**src/rtl/mult_pkg.sv**
```systemverilog
// Shared sizing defaults and FSM state encoding for the product
// datapath and its BCD output formatter.
package mult_pkg;

   localparam int W      = 8;
   localparam int PROD_W = 2 * W;
   localparam int DIGITS = 5;

   localparam logic [1:0] S_IDLE  = 2'd0;
   localparam logic [1:0] S_SHIFT = 2'd1;
   localparam logic [1:0] S_DONE  = 2'd2;

endpackage

```
**src/rtl/product_bcd_formatter_if.sv**
```systemverilog
// Handshake and result bundle between the product-sign register
// stage and the BCD formatter.
interface product_bcd_formatter_if #(
   parameter int W      = mult_pkg::W,
   parameter int DIGITS = mult_pkg::DIGITS
);

   localparam int PROD_W = 2 * W;

   logic                start;
   logic [PROD_W-1:0]   magnitude;
   logic                negativeProductFlag;
   logic                busy;
   logic                done;
   logic [PROD_W:0]     signedProduct;
   logic                signOut;
   logic [4*DIGITS-1:0] bcd;
   logic [DIGITS-1:0]   digitValid;

   modport master (
      output start, magnitude, negativeProductFlag,
      input  busy, done, signedProduct, signOut, bcd, digitValid
   );

   modport slave (
      input  start, magnitude, negativeProductFlag,
      output busy, done, signedProduct, signOut, bcd, digitValid
   );

endinterface

```
**src/rtl/bcd_add3_digit.sv**
```systemverilog
// Double-dabble digit correction: a digit of 5..9 becomes 8..12 so
// the following left shift carries into the next decimal digit.
module bcd_add3_digit (
   input  logic [3:0] d,
   output logic [3:0] q
);

   assign q = (d >= 4'd5) ? d + 4'd3 : d;

endmodule

```
**src/rtl/product_bcd_formatter.sv**
```systemverilog
// Signed-product and sequential BCD formatter, one magnitude bit per clock.
// Build option: LEADING_ZERO_BLANK_EN masks leading zero digits.
module product_bcd_formatter
   import mult_pkg::*;
#(
   parameter int W      = 8,
   parameter int DIGITS = 5
) (
   input logic                    clk,
   input logic                    rst_n,
   product_bcd_formatter_if.slave bus
);

   localparam int PROD_W = 2 * W;
   localparam int BCD_W  = 4 * DIGITS;
   localparam int CNT_W  = $clog2(PROD_W + 1);

   logic [1:0]        state;
   logic [PROD_W-1:0] shift_reg;
   logic [BCD_W-1:0]  acc;
   logic [BCD_W-1:0]  acc_fix;
   logic [CNT_W-1:0]  bit_count;
   logic [DIGITS-1:0] valid_mask;

   for (genvar g = 0; g < DIGITS; g++) begin : g_fix
      bcd_add3_digit u_fix (
         .d (acc[4*g +: 4]),
         .q (acc_fix[4*g +: 4])
      );
   end

`ifdef LEADING_ZERO_BLANK_EN
   logic seen;

   // Scan from the top digit down; digit 0 stays lit so zero shows "0".
   always_comb begin
      seen       = 1'b0;
      valid_mask = '0;
      for (int i = DIGITS - 1; i >= 0; i--) begin
         seen          = seen | (acc[4*i +: 4] != 4'd0);
         valid_mask[i] = seen | (i == 0);
      end
   end
`else
   always_comb begin
      valid_mask = '1;
   end
`endif

   always_ff @(posedge clk) begin
      if (!rst_n) begin
         state             <= S_IDLE;
         shift_reg         <= '0;
         acc               <= '0;
         bit_count         <= '0;
         bus.busy          <= 1'b0;
         bus.done          <= 1'b0;
         bus.signedProduct <= '0;
         bus.signOut       <= 1'b0;
         bus.bcd           <= '0;
         bus.digitValid    <= '0;
      end else begin
         unique case (state)
            S_IDLE: begin
               bus.done <= 1'b0;
               if (bus.start) begin
                  shift_reg <= bus.magnitude;
                  acc       <= '0;
                  bit_count <= CNT_W'(PROD_W);
                  // Extra top bit keeps full-scale magnitudes from overflowing.
                  bus.signedProduct <= bus.negativeProductFlag
                                     ? -{1'b0, bus.magnitude}
                                     : {1'b0, bus.magnitude};
                  bus.signOut <= bus.negativeProductFlag
                               & (|bus.magnitude);
                  bus.busy    <= 1'b1;
                  state       <= S_SHIFT;
               end
            end
            S_SHIFT: begin
               {acc, shift_reg} <= {acc_fix, shift_reg} << 1;
               bit_count        <= bit_count - 1'b1;
               if (bit_count == CNT_W'(1)) begin
                  state <= S_DONE;
               end
            end
            S_DONE: begin
               bus.bcd        <= acc;
               bus.digitValid <= valid_mask;
               bus.done       <= 1'b1;
               bus.busy       <= 1'b0;
               state          <= S_IDLE;
            end
            default: begin
               state <= S_IDLE;
            end
         endcase
      end
   end

endmodule

```
**src/flat_wrapper.sv**
```systemverilog
// flat-port wrapper written by rule: the top's interface ports become plain ports
module product_bcd_formatter_flat import mult_pkg::*;
#(
   parameter int W      = 8,
   parameter int DIGITS = 5
)
  (clk, rst_n, bus_start, bus_magnitude, bus_negativeProductFlag, bus_busy, bus_done, bus_signedProduct, bus_signOut, bus_bcd, bus_digitValid);
  product_bcd_formatter_if #(.W(W), .DIGITS(DIGITS)) bus_i ();
  input logic clk;
  input logic rst_n;
  input wire logic [$bits(bus_i.start)-1:0] bus_start;
  input wire logic [$bits(bus_i.magnitude)-1:0] bus_magnitude;
  input wire logic [$bits(bus_i.negativeProductFlag)-1:0] bus_negativeProductFlag;
  output wire logic [$bits(bus_i.busy)-1:0] bus_busy;
  output wire logic [$bits(bus_i.done)-1:0] bus_done;
  output wire logic [$bits(bus_i.signedProduct)-1:0] bus_signedProduct;
  output wire logic [$bits(bus_i.signOut)-1:0] bus_signOut;
  output wire logic [$bits(bus_i.bcd)-1:0] bus_bcd;
  output wire logic [$bits(bus_i.digitValid)-1:0] bus_digitValid;
  assign bus_i.start = bus_start;
  assign bus_i.magnitude = bus_magnitude;
  assign bus_i.negativeProductFlag = bus_negativeProductFlag;
  assign bus_busy = bus_i.busy;
  assign bus_done = bus_i.done;
  assign bus_signedProduct = bus_i.signedProduct;
  assign bus_signOut = bus_i.signOut;
  assign bus_bcd = bus_i.bcd;
  assign bus_digitValid = bus_i.digitValid;
  product_bcd_formatter #(.W(W), .DIGITS(DIGITS)) u_core (.clk(clk), .rst_n(rst_n), .bus(bus_i));
endmodule
```
**config.mk**
```make
export PLATFORM = sky130hd
export DESIGN_NAME = product_bcd_formatter_flat
export DESIGN_NICKNAME = d
export VERILOG_FILES = /design/src/rtl/mult_pkg.sv /design/src/rtl/product_bcd_formatter_if.sv /design/src/rtl/bcd_add3_digit.sv /design/src/rtl/product_bcd_formatter.sv /design/src/flat_wrapper.sv
export SDC_FILE = /design/constraint.sdc
export NUM_CORES = 1
export LEC_CHECK = 0
export ABC_AREA = 1
export CORE_MARGIN = 1
export CORE_UTILIZATION = 25
export CTS_CLUSTER_SIZE = 16
export DETAILED_ROUTE_END_ITERATION = 12
export GPL_ROUTABILITY_DRIVEN = 0
export HOLD_SLACK_MARGIN = 0.03
export SETUP_SLACK_MARGIN = 0.4
export SLEW_MARGIN = 40
export SYNTH_ARGS = -nofsm -noshare
export SYNTH_HDL_FRONTEND = slang
export SYNTH_SLANG_ARGS = --single-unit
```
**constraint.sdc**
```tcl
create_clock -name clk -period 1.7 [get_ports clk]
set_clock_uncertainty 0.1 [all_clocks]
set_input_delay 0.17 -clock clk [delete_from_list [all_inputs] [get_ports clk]]
set_output_delay 0.17 -clock clk [all_outputs]
set_load 0.01 [all_outputs]
```
==> summary.md <==
| Metric | Value |
|---|---|
| Pwr Total | `5.43 mW` |
| PortBufs | `64` |
| DP Cell Count | `roughly 840` |
| Total routed wirelength | `12100 um` |
| CTS tree | `yes` |
| Clk pwr share | `0.425` |
| Req. time, crit path | `1820 ps` |
| Pin count of the biggest net entering global routing | `between 40 and 50` |
| Hold path cells | `4` |
| Pint | `4.03 mW` |
| Asr flop ratio synth | `0` |
| Area of the multi-input gates | `2390 sq um` |
| Setup crit end kind | `flip-flop` |
| Cell Pwr Density | `around 830 nW/um^2` |
| Worst slew pin tran | `333 ps` |
| Num CTS Buffers | `9` |
| Clk buf depth | `2` |
| Area grow syn2layout | `66.0%` |
| Yosys cell types | `25` |
| Initial antenna violation count | `0` |
| Leak pwr | `between 2 and 3 nW` |
| GRT Util Overall | `0.151` |
| Max-slew headroom | `0.777` |
| Core area | `15300 sq um` |
| Hpwl dp | `7040 um` |
| Die W | `128 um` |
| #FFs+latches synth | `83` |
| Gr ovfl total | `0` |
| CP most frequent cell | `buf_12` |
| Register share of total power | `0.386` |
| Die Y | `128 um` |
| Psw | `1.40 mW` |
| Worst-path clk slew | `60 ps` |
| Crit path DAT | `about 1600 ps` |
| Setup_tns | `0 ps` |
| Switch share | `0.258` |
| Setup repair after global routing missed its margin | `true` |
| Vias | `4172` |
| Post-route ant nets | `0` |
| Seq/Total Area, Yosys | `0.422` |
| Slew Limit Fails | `0` |
| Period Utilization, post-route | `0.864` |
| Critical path's slowest cell | `dfxtp_4` |
| CTS sink cnt | `83` |
| First-pass DRT Iterations | `4` |
| Clock Tree Root | `clkbuf_16` |
| Post-synth top area cell | `dfxtp_1` |
| Top flop regs | `u_core.acc: 20 flops, u_core.bus.bcd: 20 flops` |
| Register area | `1690 sq um` |
| Number of synthesized flops with an enable pin | `0` |
| Pre-CTS setup slack | `-138 ps` |
| Hold WC Path Type | `input pin to flip-flop` |
| Fin util | `0.427` |
| Die area | `~16000 sq um` |
| Endpoints failing setup | `0` |
| Vias in the first global route | `3936` |
| Post-synth top cells | `128 x nand2_1, 84 x nor2_1, 83 x dfxtp_1` |
| Share of cells above drive strength 1 | `0.353` |
| Final Net Count | `730` |
| Routed length per instance | `approximately 13 um` |
| Max Cap Viol | `0` |
| Via density | `4.57` |
| Inserted Diodes | `0` |
| Min Tclk post-route | `around 1500 ps` |
| Worst Setup Path Type | `flip-flop to flip-flop` |
| Avg Cell Area, Syn | `about 7 sq um` |
| Synth top area cells | `dfxtp_1 42%, nand2_1 12%, a21oi_1 8.8%` |
| DRC | `0` |
| Starting density of the core | `0.257` |
| Slowest stage delay, CP | `360 ps` |
| Yosys warnings | `0` |
| Most frequent cell after synthesis | `nand2_1` |
| Combinational Power Share | `0.189` |
| Peak VDD IR | `0.514 mV` |
| Syn Inst Count | `roughly 570` |
| Clk_lat worst skew | `around 340 ps` |
| Share of the synthesized area in the top cell type | `0.422` |
| Max FO, Critical Path | `6` |
| Final hold violations | `0` |
| R2R cell count | `9` |
| First-pass GRT wire length | `between 15000 and 20000 um` |
| Post-route setup slack | `around 230 ps` |
| CTS Hold Bufs | `0` |
| Std-Cell Rows | `45` |
| Startpoint types | `flip-flop` |
| Initial DRC count | `177` |
| I/O Pins | `65` |
| Post-Layout Cell Count | `slightly above 900` |
| Syn_nets | `602` |
| CP Cell Sequence | `inv_4, nand3_4, buf_6, buf_12, buf_12, nand2_4, o21ai_4, a21oi_2, nor3_1` |
| Status | `complete, no violations` |
| # H-tree levels | `3` |
| Cell Area, Synth | `3940 sq um` |
| Fillers | `1519` |
| Main synth FF type | `dfxtp_1` |
| Achievable Freq | `681 MHz` |
[layout by cell type (no fill, tap or decap), types with 7 or more instances in the layout]
master,n
nor2_1,62
inv_1,36
nor2_2,12
nand3b_1,7
a21oi_2,32
nand3_1,12
dfxtp_2,11
nor2_4,11
a21oi_1,37
dfxtp_1,68
clkdlybuf4s50_1,18
buf_8,8
buf_12,9
a31oi_1,7
buf_6,21
buf_4,38
nand2_1,98
o21ai_0,24
nand2_2,26
nor3_1,14
o21ai_1,10
inv_2,17
dlygate4sd2_1,40
clkbuf_16,11
[final timing paths]
kind | start | end | slack (ps)
setup / recovery | u_core.state[0] | u_core.bus.signedProduct[3] | 230
hold / removal | bus_magnitude[0] | u_core.shift_reg[0] | 300
setup reg to reg | u_core.state[0] | u_core.bus.signedProduct[3] | 230
hold reg to reg | u_core.bus.signedProduct[0] | u_core.bus.signedProduct[0] | 370
[stage by stage]
step / hold WS, ps / cell area (sq um)
2_1_floorplan: 208 / 3950
3_3_place_gp: 351 / 4950
3_5_place_dp: 353 / 4950
4_1_cts: 311 / 6240
5_1_grt: 376 / 6540
6_report: 304 / 6540
[logic make-up (layout without fill, tap and decap cells)]
| logic type | after synthesis | after routing | synth area share |
|---|---|---|---|
| adder cells (fa/ha/maj) | 13 | 13 | 0.0413 |
| buffers and inverters | 88 | 221 | 0.0959 |
| AO/OA/AOI/OAI | 122 | 122 | 0.162 |
| AND/OR/NAND/NOR | 258 | 258 | 0.268 |
| XOR/XNOR | 5 | 5 | 0.0111 |
| flip-flops | 83 | 83 | 0.422 |
[layout make-up]
type,count,area share
clock inverter,5,0.0165
timing repair buffer,148,0.249
inverter,57,0.0342
clock buffer,11,0.0371
multi-input combinational,398,0.365
tap,211,0.0404
sequential,83,0.258
[what timing repair did]
| action | in CTS | in global routing |
|---|---|---|
| setup endpoints to repair | 116 | 83 |
| cloned | 8 | 4 |
| buffers inserted | 37 | 5 |
| pin swaps | 68 | 28 |
| gates resized for setup | 208 | 74 |
[critical path, delay by kind of cell, from the launching register on]
family,cells,cell delay (ps)
AO/OA/AOI/OAI,2,160
buffers and inverters,4,510
flip-flops,1,360
AND/OR/NAND/NOR,3,220
[metal layers]
layer / GRT usage / part of all wire / vias to the layer above
met5: 0 / 0 / -
met4: 0.0427 / 0.010 / 0
met3: 0.0410 / 0.047 / 12
met2: 0.250 / 0.49 / 112
met1: 0.192 / 0.46 / 1955
li1: - / - / 2093
[power groups by stage]
stage	Clock, mW	Combinational, mW	Sequential, mW
floorplan	0	0.347	2.14
global placement	0	0.668	2.14
detailed placement	0	0.669	2.14
CTS	2.35	0.971	2.09
global route	2.45	1.10	2.11
finish	2.31	1.02	2.10
(Power assumes the default switching activity.)
